### src/rtl/fs_cap_multi.sv
// fs_cap_multi: per-channel vsync synchroniser, debouncer and frame-start capture with decimation and back-pressure.
// Define FS_CAP_FRAME_CNT_EN to add per-channel 16-bit capture counters on frame_cnt_o.
module fs_cap_multi #(
  parameter int CH_NUM      = 2,
  parameter int SYNC_STAGES = 4,
  parameter int DEB_THR     = 20,
  parameter bit VS_POL      = 1'b1
) (
  input  logic                   clk_i,
  input  logic                   rstn_i,
  input  logic [CH_NUM-1:0]      vs_i,
  input  logic [CH_NUM-1:0]      en_i,
  input  logic [4*CH_NUM-1:0]    skip_i,
  input  logic [CH_NUM-1:0]      s_rdy_i,
  input  logic                   clr_i,
  output logic [CH_NUM-1:0]      fs_cap_o,
  output logic [CH_NUM-1:0]      ovf_o,
  output logic [16*CH_NUM-1:0]   frame_cnt_o
);
  localparam int CW = $clog2(DEB_THR + 1);
  localparam logic [CW-1:0] THR = CW'(DEB_THR);
  for (genvar c = 0; c < CH_NUM; c++) begin : g_ch
    logic [SYNC_STAGES-1:0] sync;
    logic [CW-1:0] act_cnt, ina_cnt;
    logic [3:0] dec, k;
    logic filt, filt_q, ev, pend, cap, ovf, lvl, acc, fire;
    assign k    = skip_i[4*c +: 4];
    assign lvl  = VS_POL ? sync[SYNC_STAGES-1] : ~sync[SYNC_STAGES-1];
    assign acc  = ev & en_i[c] & (dec == 4'd0);
    // a capture issued last cycle holds off the next one so pulses never merge
    assign fire = en_i[c] & (acc | pend) & s_rdy_i[c] & ~cap;
    always_ff @(posedge clk_i or negedge rstn_i)
      if (!rstn_i) begin
        sync    <= {SYNC_STAGES{VS_POL}};
        act_cnt <= '0;
        ina_cnt <= '0;
        filt    <= 1'b1;
        filt_q  <= 1'b1;
        ev      <= 1'b0;
        dec     <= '0;
        pend    <= 1'b0;
        cap     <= 1'b0;
        ovf     <= 1'b0;
      end else begin
        sync    <= {sync[SYNC_STAGES-2:0], vs_i[c]};
        act_cnt <= !lvl ? '0 : (act_cnt == THR) ? THR : act_cnt + 1'b1;
        ina_cnt <= lvl ? '0 : (ina_cnt == THR) ? THR : ina_cnt + 1'b1;
        filt    <= (act_cnt == THR) ? 1'b1 : (ina_cnt == THR) ? 1'b0 : filt;
        filt_q  <= filt;
        ev      <= filt & ~filt_q;
        dec     <= !en_i[c] ? 4'd0 : !ev ? dec : (dec == k) ? 4'd0 : dec + 4'd1;
        pend    <= en_i[c] & ~fire & (pend | acc);
        cap     <= fire;
        ovf     <= ~clr_i & (ovf | (acc & pend));
      end
    assign fs_cap_o[c] = cap;
    assign ovf_o[c]    = ovf;
`ifdef FS_CAP_FRAME_CNT_EN
    logic [15:0] cnt;
    always_ff @(posedge clk_i or negedge rstn_i)
      if (!rstn_i) cnt <= '0;
      else cnt <= clr_i ? 16'd0 : cnt + 16'(cap);
    assign frame_cnt_o[16*c +: 16] = cnt;
`else
    assign frame_cnt_o[16*c +: 16] = 16'd0;
`endif
  end
endmodule

### config.mk
export PLATFORM = sky130hd
export DESIGN_NAME = fs_cap_multi
export DESIGN_NICKNAME = d
export VERILOG_FILES = /design/src/rtl/fs_cap_multi.sv
export SDC_FILE = /design/constraint.sdc
export NUM_CORES = 1
export LEC_CHECK = 0
export ABC_CLOCK_PERIOD_IN_PS = 3100
export CAP_MARGIN = 20
export CORE_UTILIZATION = 40
export DETAILED_ROUTE_END_ITERATION = 10
export HOLD_SLACK_MARGIN = 0.06
export PLACE_DENSITY = 0.66
export REMOVE_ABC_BUFFERS = 1
export SYNTH_ARGS = -nofsm -noshare
export SYNTH_HDL_FRONTEND = slang
export SYNTH_SLANG_ARGS = --single-unit
### constraint.sdc
create_clock -name clk_i -period 3.1 [get_ports clk_i]
set_input_delay 0.62 -clock clk_i [delete_from_list [all_inputs] [get_ports clk_i]]
set_output_delay 0.62 -clock clk_i [all_outputs]
set_load 0.01 [all_outputs]
Word level (Yosys, flattened, before mapping)
Cells that the tools add are included.

storage, ports and cells
  register bits after elaboration = 48
  input bits = 17
  output and inout port bits = 36
  logic and storage cells = 87

operators by class
  add/sub/neg operators = 6
  eq/ne operators = 8
  muxes and demuxes = 18
  bitwise gates (word level) = 31
  reduce and logical (&&, ||, !) cells = 4

operators with widths
  operator                                                         number
  5-bit 2-to-1 mux                                                 8
  4-bit 2-to-1 mux                                                 6
  5-bit by 1-bit adder with 5-bit output, second input constant    4
  1-bit bitwise AND                                                20
  5-bit equality test, second input constant                       4
  4-bit by 1-bit adder with 4-bit output, second input constant    2
  4-bit equality test                                              2
  4-bit logical NOT                                                2
  1-bit inverter                                                   7
  1-bit 2-to-1 mux                                                 4
  2-bit by 1-bit != test with 1-bit output, second input constant  2
  1-bit OR                                                         4
  2-bit nonzero test                                               2

Depth between registers and ports, before layout
Gate-level depths: netlist of run 1.

  depth in word-level cells = 9
  gate-level depth with buffers = 5
  mapped depth without buffers = 5

Worst setup path after synthesis of run 1
No wires, ideal clock.

  path type = input port to flip-flop
  from = input port skip_i[1]
  to = register g_ch[0].dec[0]
  library setup time = 0.138 ns
  arrival = 1.251 ns
  data required time = 2.962 ns
  slack = 1.712 ns
  stages on the path = 3
  buffers on the path = 0
  cells stage by stage = xor2_1 nor4_2 o22ai_1

between the ends
  word-level cells in the longest chain between the ends = 4

ends and longest elaborated chain
  item                            line  RTL
  start: declaration              13    input logic [4*CH_NUM-1:0] skip_i,
  4-bit equality test             51    dec <= !en_i[c] ? 4'd0 : !ev ? dec : (dec == k) ? 4'd0 : dec + 4'd1;
  4-bit 2-to-1 mux (3 in series)  51
  end signal: assignment          51
  end: declaration                25    logic [3:0] dec, k;

No other way between the ends. The select of a mux whose other input is x is not followed.
A chain may end at the register's enable or synchronous reset.

Worst setup path in the final report of run 1
  from = register g_ch[0].cap
  to = output port fs_cap_o[0]

RTL lines
  item                      line  RTL
  start: declaration        26    logic filt, filt_q, ev, pend, cap, ovf, lvl, acc, fire;
  start signal: assignment  53    cap <= fire;
  end: declaration          16    output logic [CH_NUM-1:0] fs_cap_o,

No word-level cell between the ends.

==> results.cfg, run 1 <==
[clock_tree]
cts_resized = 0
ctsHoldBuffers = 0
cts-root-buf = clkbuf_8
numCtsBuffers = 5
clock_path_buffers = 2
clk_latency_ps = 290
numClockSinks = 48
cts_tree = yes
htree_levels = 2
clk_pin_slew_ps = 80
cts_setup_buffers = 0

[yosys]
synthDistinctLibCells = 30
syn_area_per_cell_um2 = 10.7
yosys_register_bits = 48
syn-cell-area_um2 = 2390
synth_cells = 223
ys_seq_area_share_pct = 50.8
yosys_warnings = 0

[power_and_ir_drop]
powerDensity_nw_per_um2 = 450
p_leak_nw = 1.26
ir_worst_vdd_v = 0.000237

[layout]
n_fill_cell = 531
nets = 273
drive_gt1_share_pct = 10.2
fin_util_pct = 47.0
area_growth_pct = 10.8
instances_no_fill = 317
design_area_um2 = 2650
mostFrequentLayoutCell = dfrtp_1
multiInputGateArea_um2 = 956
layout_common_cells = dfrtp_1 (36), conb_1 (32), clkdlybuf4s50_1 (19), nand3_1 (18), inv_1 (16)
antennaDiodeCount = 0
regArea_um2 = 1220

[place]
postPlaceCellArea_um2 = 2520
place_ws_ps = 1140
io_buffers = 20
placedCellCount = 308
dp_hpwl_um = 2310
routabilityCongestion = 0.744

[global_routing]
overflow = 0
met1_usage_pct = 14.9
grt_pass1_vias = 1324
grt_antenna_before_repair = 0
grt_pass1_wl_um = 5630
top_usage_layer = met2
grt_max_degree = 49
track_usage_pct = 11.5
grtUsageMet3_pct = 3.43
use_met2_pct = 18.2

[sta]
final.min_clock_period_ps = 1840
fin_ws_ps = 1260
hold_viol_final = 0
max_freq_mhz = 544
worstMarginPinSlew_ps = 588
slew_violations = 0
skew_ps = 5.10
post-route-period-util_pct = 59.3
rsz0062_at_grt = no
maxSlewHeadroom_pct = 60.8
finalSetupTns_ps = 0
setup_viol = 0

[detailed_routing]
ant_nets = 0
initialDrtViolationCount = 37
vias = 1447
first_pass_iters = 4
wl_um = 3370
wire_per_inst_um = 10.6
drc_errors = 0
viasPerCell = 4.56

[floorplan]
core_area_um2 = 5640
row_count = 27
die_h_um = 79.4
die_width_um = 79.4
io-pin-count = 53
start_util_pct = 42.4
dieArea_um2 = 6300

[setup_path]
required_ps = 2480
critPathMaxStageDelay_ps = 550
path_cells = clkdlybuf4s50_1
setup.worst_path.class = reg -> out
path_max_fanout = 3
cp_slowest_cell = clkdlybuf4s50_1
critPathTopFamily = buffers and inverters
cp.arrival_ps = 1220
cp-end-kind = output port
path_buf_inv = 1
worstSetupStartpointType = flop

[hold_path]
hp-class = in -> async

[run_status]
status = finished, final reports clean

[run]
cap_violations = 0
## final timing paths
kind	startpoint	slack (ps)	to	cells after the start
min in group clk_i	g_ch[0].sync[0]$_DFF_PN1_	350	g_ch[0].sync[1]$_DFF_PN1_	0
min	rstn_i	320	g_ch[1].dec[2]$_DFFE_PN0P_	1
max reg2reg	g_ch[0].dec[0]$_DFFE_PN0P_	1700	g_ch[0].cap$_DFF_PN0_	5
max	g_ch[0].cap$_DFF_PN0_	1260	fs_cap_o[0]	1
max in group asynchronous	rstn_i	2180	g_ch[0].filt_q$_DFF_PN1_	2
min reg2reg	g_ch[0].sync[0]$_DFF_PN1_	350	g_ch[0].sync[1]$_DFF_PN1_	0
## final cells by class
type / count / area share (%)
inverter: 16 / 2.26
sequential: 48 / 45.8
multi-input combinational: 152 / 36.0
clock buffer: 6 / 2.74
tap: 72 / 3.40
timing repair buffer: 21 / 8.40
clock inverter: 2 / 1.32
## stage by stage
step	hold slack [ps]	total power (W)
global placement	346	0.000764
CTS	358	0.00121
finish	320	0.00119
global route	361	0.00125
floorplan	324	0.000721
detailed placement	347	0.000767
## cell usage after synthesis, drive strengths merged
| library cell | n | share of area [%] |
|---|---|---|
| o22ai | 4 | 1.0 |
| mux2i | 4 | 1.7 |
| nor2 | 12 | 1.9 |
| nor4 | 2 | 1.0 |
| nor2b | 4 | 1.0 |
| ha | 12 | 6.3 |
| nand3 | 18 | 3.8 |
| buf | 37 | 11 |
| o21bai | 2 | 0.63 |
| nand2 | 10 | 1.6 |
| a211oi | 2 | 0.63 |
| and2 | 4 | 1.0 |
| o21ai | 6 | 1.3 |
| a21o | 2 | 0.63 |
| nand3b | 2 | 0.63 |
| a31oi | 4 | 1.0 |
| o21a | 2 | 0.63 |
| conb | 1 | 0.16 |
| a21boi | 2 | 0.63 |
| nand4b | 2 | 0.73 |
| a21oi | 6 | 1.3 |
| xor2 | 12 | 4.4 |
| inv | 16 | 2.5 |
| dfrtp | 36 | 38 |
| xnor2 | 4 | 1.5 |
| clkbuf | 1 | 0.16 |
| dfstp | 12 | 13 |
| nor3b | 2 | 0.63 |
| and4bb | 2 | 1.0 |
## kinds of logic after synthesis
kind of cell | after synthesis | synth area share (%)
adder cells (fa/ha/maj) | 12 | 6.27
other | 1 | 0.157
XOR/XNOR | 16 | 5.85
AO/OA/AOI/OAI | 30 | 7.73
flip-flops | 48 | 50.8
AND/OR/NAND/NOR | 58 | 13.4
multiplexers | 4 | 1.67
buffers and inverters | 54 | 14.2
## sequential cells by signal (all words and copies together), names as in the netlist
name and cells:
g_ch.ev 2, g_ch.act_cnt 10, g_ch.dec 8, g_ch.sync 8, g_ch.ovf 2, g_ch.filt_q 2
g_ch.filt 2, g_ch.pend 2, g_ch.ina_cnt 10, g_ch.cap 2
## power by group
| part | switching [W] | total (W) | internal [W] |
|---|---|---|---|
| sequential | 0.0000161 | 0.000664 | 0.000648 |
| clock | 0.000196 | 0.000435 | 0.000239 |
| combinational | 0.0000546 | 0.0000951 | 0.0000406 |
## routing by layer
layer | vias up | routed length, µm
li1 | 716 | -
met1 | 679 | 1610
met2 | 46 | 1550
met3 | 6 | 175
met4 | 0 | 38
met5 | - | 0
Note: power is estimated with default switching activity, not from simulation.
==> run 2: changes to the inputs <==
- ABC_CLOCK_PERIOD_IN_PS: 3100 -> 1600
- PLACE_DENSITY: 0.66 -> 0.68
- clock period: 3.1 -> 1.6 ns (I/O delays scaled with it)
==> run 2 against run 1 <==
Critical path depth unchanged; highest routed layer unchanged; via count increased by 2.6%; largest power group unchanged; die area did not move; clock power increased by 76%; clock skew rose by 1.8 ps; sequential share of layout area is 0.17 points lower; routed wire length shrank 3.0%; core utilization up 0.18 points.
==> results.cfg, run 2 (synthesized netlist as in run 1, its figures left out) <==
[clock_tree]
htree_levels = 2
numCtsBuffers = 5
cts_tree = yes
clk_pin_slew_ps = 80
clock_path_buffers = 2
cts-root-buf = clkbuf_8
numClockSinks = 48
clk_latency_ps = 290
cts_resized = 0

[layout]
antennaDiodeCount = 0
mostFrequentLayoutCell = dfrtp_1
design_area_um2 = 2660
nets = 276
top_regs = g_ch.act_cnt (10), g_ch.ina_cnt (10)
instances_no_fill = 320
drive_gt1_share_pct = 10.9
layout_common_cells = dfrtp_1 (36), conb_1 (32), clkdlybuf4s50_1 (19), nand3_1 (18), inv_1 (16)
area_growth_pct = 11.2

[detailed_routing]
initialDrtViolationCount = 47
wl_um = 3270
viasPerCell = 4.64
ant_nets = 0
first_pass_iters = 7
vias = 1484
drc_errors = 0
wire_per_inst_um = 10.2

[setup_path]
path_max_fanout = 3
cp.arrival_ps = 1220
required_ps = 1280
path_cells = clkdlybuf4s50_1
critPathMaxStageDelay_ps = 550
worstSetupStartpointType = flop
path_buf_inv = 1
cp-end-kind = output port
cp_slowest_cell = clkdlybuf4s50_1
critPathTopFamily = buffers and inverters
setup.worst_path.class = reg -> out

[power_and_ir_drop]
p_leak_nw = 1.27
powerDensity_nw_per_um2 = 839
ir_worst_vdd_v = 0.000430

[global_routing]
grt_pass1_wl_um = 5700
grt_antenna_before_repair = 0
grt_max_degree = 49
overflow = 0
grt_pass1_vias = 1350
track_usage_pct = 11.7

[place]
dp_hpwl_um = 2260
placedCellCount = 311
routabilityCongestion = 0.718
postPlaceCellArea_um2 = 2550
io_buffers = 20

[floorplan]
start_util_pct = 42.4
io-pin-count = 53
die_h_um = 79.4
die_width_um = 79.4
dieArea_um2 = 6300
core_area_um2 = 5640
row_count = 27

[sta]
finalSetupTns_ps = 0
fin_hold_ws_ps = 357
setup_viol = 0
final.min_clock_period_ps = 1540
max_freq_mhz = 651
rsz0062_at_grt = no
skew_ps = 6.94
hold_viol_final = 0
slew_violations = 0
post-route-period-util_pct = 96.0

[run_status]
status = finished, final reports clean

[hold_path]
hp-class = reg -> reg

[run]
cap_violations = 0
run 2: repair_timing:
action | 4_1_cts | 5_1_grt
endpoints found under the hold margin | 36 | 0
hold buffers | 1 | 0
setup buffers | 0 | 0
run 2: worst paths after layout:
path | startpoint | to | slack [ps] | depth (start not counted)
setup / recovery | g_ch[1].cap$_DFF_PN0_ | fs_cap_o[1] | 60 | 1
hold / removal | g_ch[0].sync[0]$_DFF_PN1_ | g_ch[0].sync[1]$_DFF_PN1_ | 360 | 0
setup reg to reg | g_ch[0].dec[0]$_DFFE_PN0P_ | g_ch[0].cap$_DFF_PN0_ | 250 | 5
hold reg to reg | g_ch[0].sync[0]$_DFF_PN1_ | g_ch[0].sync[1]$_DFF_PN1_ | 360 | 0
max in group asynchronous | rstn_i | g_ch[1].filt$_DFFE_PN1P_ | 790 | 3
min in group asynchronous | rstn_i | g_ch[0].ina_cnt[1]$_DFF_PN0_ | 530 | 3
run 2: cell type report:
| cell class | count | area, µm² |
|---|---|---|
| clock buffer | 8 | 100 |
| inverter | 16 | 60.1 |
| sequential | 48 | 1220 |
| fill | 524 | 2980 |
| tap | 72 | 90.1 |
| multi-input combinational | 152 | 956 |
| timing repair buffer | 24 | 240 |
run 2: where the power goes:
group | internal [W] | switching (W) | leakage (nW)
Clock | 0.000395 | 0.000371 | 0.0515
Combinational | 0.0000791 | 0.000102 | 0.599
Sequential | 0.00126 | 0.0000319 | 0.618
Total | 0.00173 | 0.000505 | 1.27
run 2: stage by stage:
step | power (W) | setup WS, ps | util (%)
6_report | 0.00223 | 63.5 | 47.2
5_1_grt | 0.00236 | 0.326 | 47.2
4_1_cts | 0.00228 | 44.0 | 47.2
3_5_place_dp | 0.00149 | 64.4 | 45.2
3_3_place_gp | 0.00149 | 66.9 | 45.2
2_1_floorplan | 0.00140 | 370 | -
run 2: metal layers:
layer / global-route usage, % / wire, µm
met3: 3.43 / 196
met1: 14.3 / 1610
met2: 18.8 / 1420
met4: 5.45 / 44
met5: 0 / 0
run 2: worst reg2reg max path: stages (launching register included):
cell      delay [ps]
dfrtp_1          440
inv_1             90
ha_1             190
and4bb_2         230
o21ai_0          220
nor3b_1           80
==> run 3: changes to the inputs <==
- ABC_AREA: unset -> 1
- CTS_CLUSTER_SIZE: unset -> 20
- GPL_TIMING_DRIVEN: unset -> 0
==> run 3 against run 2 <==
Core utilization fell by 1.1 points; worst hold slack better by 0.71 ps; count of clock-buffer cells in the layout did not move; design area is 3.6% higher; sequential cell count unchanged; clock skew shrank 3.7 ps; power decreased by 1.2%; combinational power up 9.9%; global-route usage rose by 0.86 points; first-iteration DRC count up 45%; largest power group unchanged; highest routed layer unchanged.
==> results.cfg, run 3 <==
[setup_path]
cp_slowest_cell = clkdlybuf4s50_1
path_cells = clkdlybuf4s50_1
r2r_start = g_ch[0].dec[0]$_DFFE_PN0P_
worstReg2RegEnd = g_ch[0].cap$_DFF_PN0_
rrSetupSlack_ps = 410
worstSetupStartpointType = flop
path_max_fanout = 2
cp.arrival_ps = 1180
endpoint = fs_cap_o[1]
critPathTopFamily = buffers and inverters
path_buf_inv = 1
setup.worst_path.class = reg -> out
crit_start = g_ch[1].cap$_DFF_PN0_
cp.depth = 1
cp-end-kind = output port
critPathMaxStageDelay_ps = 530
rr_worst_depth = 4
required_ps = 1280

[clock_tree]
htree_levels = 2
cts_setup_buffers = 0
cts_resized = 0
cts-root-buf = clkbuf_8
numCtsBuffers = 5
numClockSinks = 48
clk_latency_ps = 290
clock_path_buffers = 2
clk_pin_slew_ps = 80
ctsHoldBuffers = 1
cts_tree = yes

[floorplan]
dieArea_um2 = 6620
row_count = 28
core_area_um2 = 5990
start_util_pct = 42.0
die_width_um = 81.4
die_h_um = 81.4
io-pin-count = 53

[global_routing]
grt_max_degree = 37
track_usage_pct = 12.5
overflow = 0
grt_pass1_wl_um = 6130
grt_antenna_before_repair = 0
grt_pass1_vias = 1484

[hold_path]
hp-class = reg -> reg

[layout]
area_growth_pct = 9.54
antennaDiodeCount = 0
mostFrequentLayoutCell = nand2_1
multiInputGateArea_um2 = 931
fin_util_pct = 46.1
nets = 346
layout_common_cells = nand2_1 (57), inv_1 (46), dfrtp_1 (36), conb_1 (32), nor2_1 (28)
n_fill_cell = 570
instances_no_fill = 393
regArea_um2 = 1220
top_regs = g_ch.act_cnt (10), g_ch.ina_cnt (10)
drive_gt1_share_pct = 10.7

[place]
io_buffers = 20
placedCellCount = 384
dp_hpwl_um = 2720
routabilityCongestion = 0.751

[yosys]
synthArstFlopShare_pct = 100
ys.flop_type = dfrtp_1
synthMostInstantiatedCell = nand2_1
synth_edf_count = 0
syn_area_per_cell_um2 = 8.54
yosys_register_bits = 48
synth_common_cells = nand2_1 (57), inv_1 (46), buf_4 (38)
yosys.area.top_type = dfrtp_1
ys_seq_area_share_pct = 48.3
synthDistinctLibCells = 20
synth.area.top_cells = dfrtp_1 (36%), dfstp_2 (13%), buf_4 (11%)
synth_top_area_share_pct = 35.8
yosys_warnings = 0
synth_cells = 295
syn-cell-area_um2 = 2520

[sta]
final.min_clock_period_ps = 1500
rsz0062_at_grt = no
setup_viol = 0
slew_violations = 0
max_freq_mhz = 665
hold_viol_final = 0
skew_ps = 3.28
post-route-period-util_pct = 94.0

[run]
cap_violations = 0

[power_and_ir_drop]
finalPower_w = 0.00221
powerDensity_nw_per_um2 = 800
ir_worst_vdd_v = 0.000432
p_leak_nw = 1.45

[detailed_routing]
drc_errors = 0
ant_nets = 0
first_pass_iters = 4
initialDrtViolationCount = 68
wire_per_inst_um = 9.14
wl_um = 3590
viasPerCell = 4.26
vias = 1673

[run_status]
status = finished, final reports clean
==> run 3: cell type report <==
class | count | area share (%)
flip-flops and latches | 48 | 44.1
clock buffers | 8 | 3.27
multi-input cells | 186 | 33.7
well taps | 75 | 3.40
inverters | 54 | 7.35
repair buffers | 22 | 8.16
==> run 3: power breakdown <==
group          switching, W  total (W)  internal (W)
sequential        0.0000303    0.00129       0.00126
combinational      0.000119   0.000200     0.0000811
clock              0.000369   0.000722      0.000353
==> run 3: how the worst min path moves through the flow <==
stage               slack (ps)  depth (start not counted)                            to                      start
finish                     360                          0     g_ch[0].sync[2]$_DFF_PN1_  g_ch[0].sync[1]$_DFF_PN1_
CTS                        360                          0     g_ch[0].sync[2]$_DFF_PN1_  g_ch[0].sync[1]$_DFF_PN1_
global route               360                          0     g_ch[0].sync[2]$_DFF_PN1_  g_ch[0].sync[1]$_DFF_PN1_
floorplan                   20                          0  g_ch[0].act_cnt[0]$_DFF_PN0_                     rstn_i
detailed placement         230                          1  g_ch[0].act_cnt[0]$_DFF_PN0_                     rstn_i
global placement           350                          0     g_ch[1].sync[3]$_DFF_PN1_  g_ch[1].sync[2]$_DFF_PN1_
==> run 3: through the flow <==
step                setup WS, ps  setup TNS (ps)  hold WS [ps]  area [µm²]
detailed placement           131               0           232        2660
floorplan                    569               0          24.4        2350
CTS                         64.8               0           359        2760
global placement           -1110          -47440           347        2640
finish                      95.7               0           358        2760
global route                39.2               0           361        2760
==> run 3: kinds of logic after synthesis <==
group / share of synthesized area, %
buffers and inverters: 19.4
DFF: 48.3
AOI/OAI and AO/OA: 4.07
other: 0.149
and+or+nand+nor: 19.4
xor gates and xnor gates: 2.78
adders and majority gates: 5.96
==> run 3: metal layers <==
layer	part of all wire, %	GRT usage, %	vias up	wire length, µm
met2	48	20.5	36	1720
met5	0	0	-	0
met3	4.9	4.83	6	176
li1	-	-	868	-
met4	1.8	6.25	0	65
met1	45	14.1	763	1630
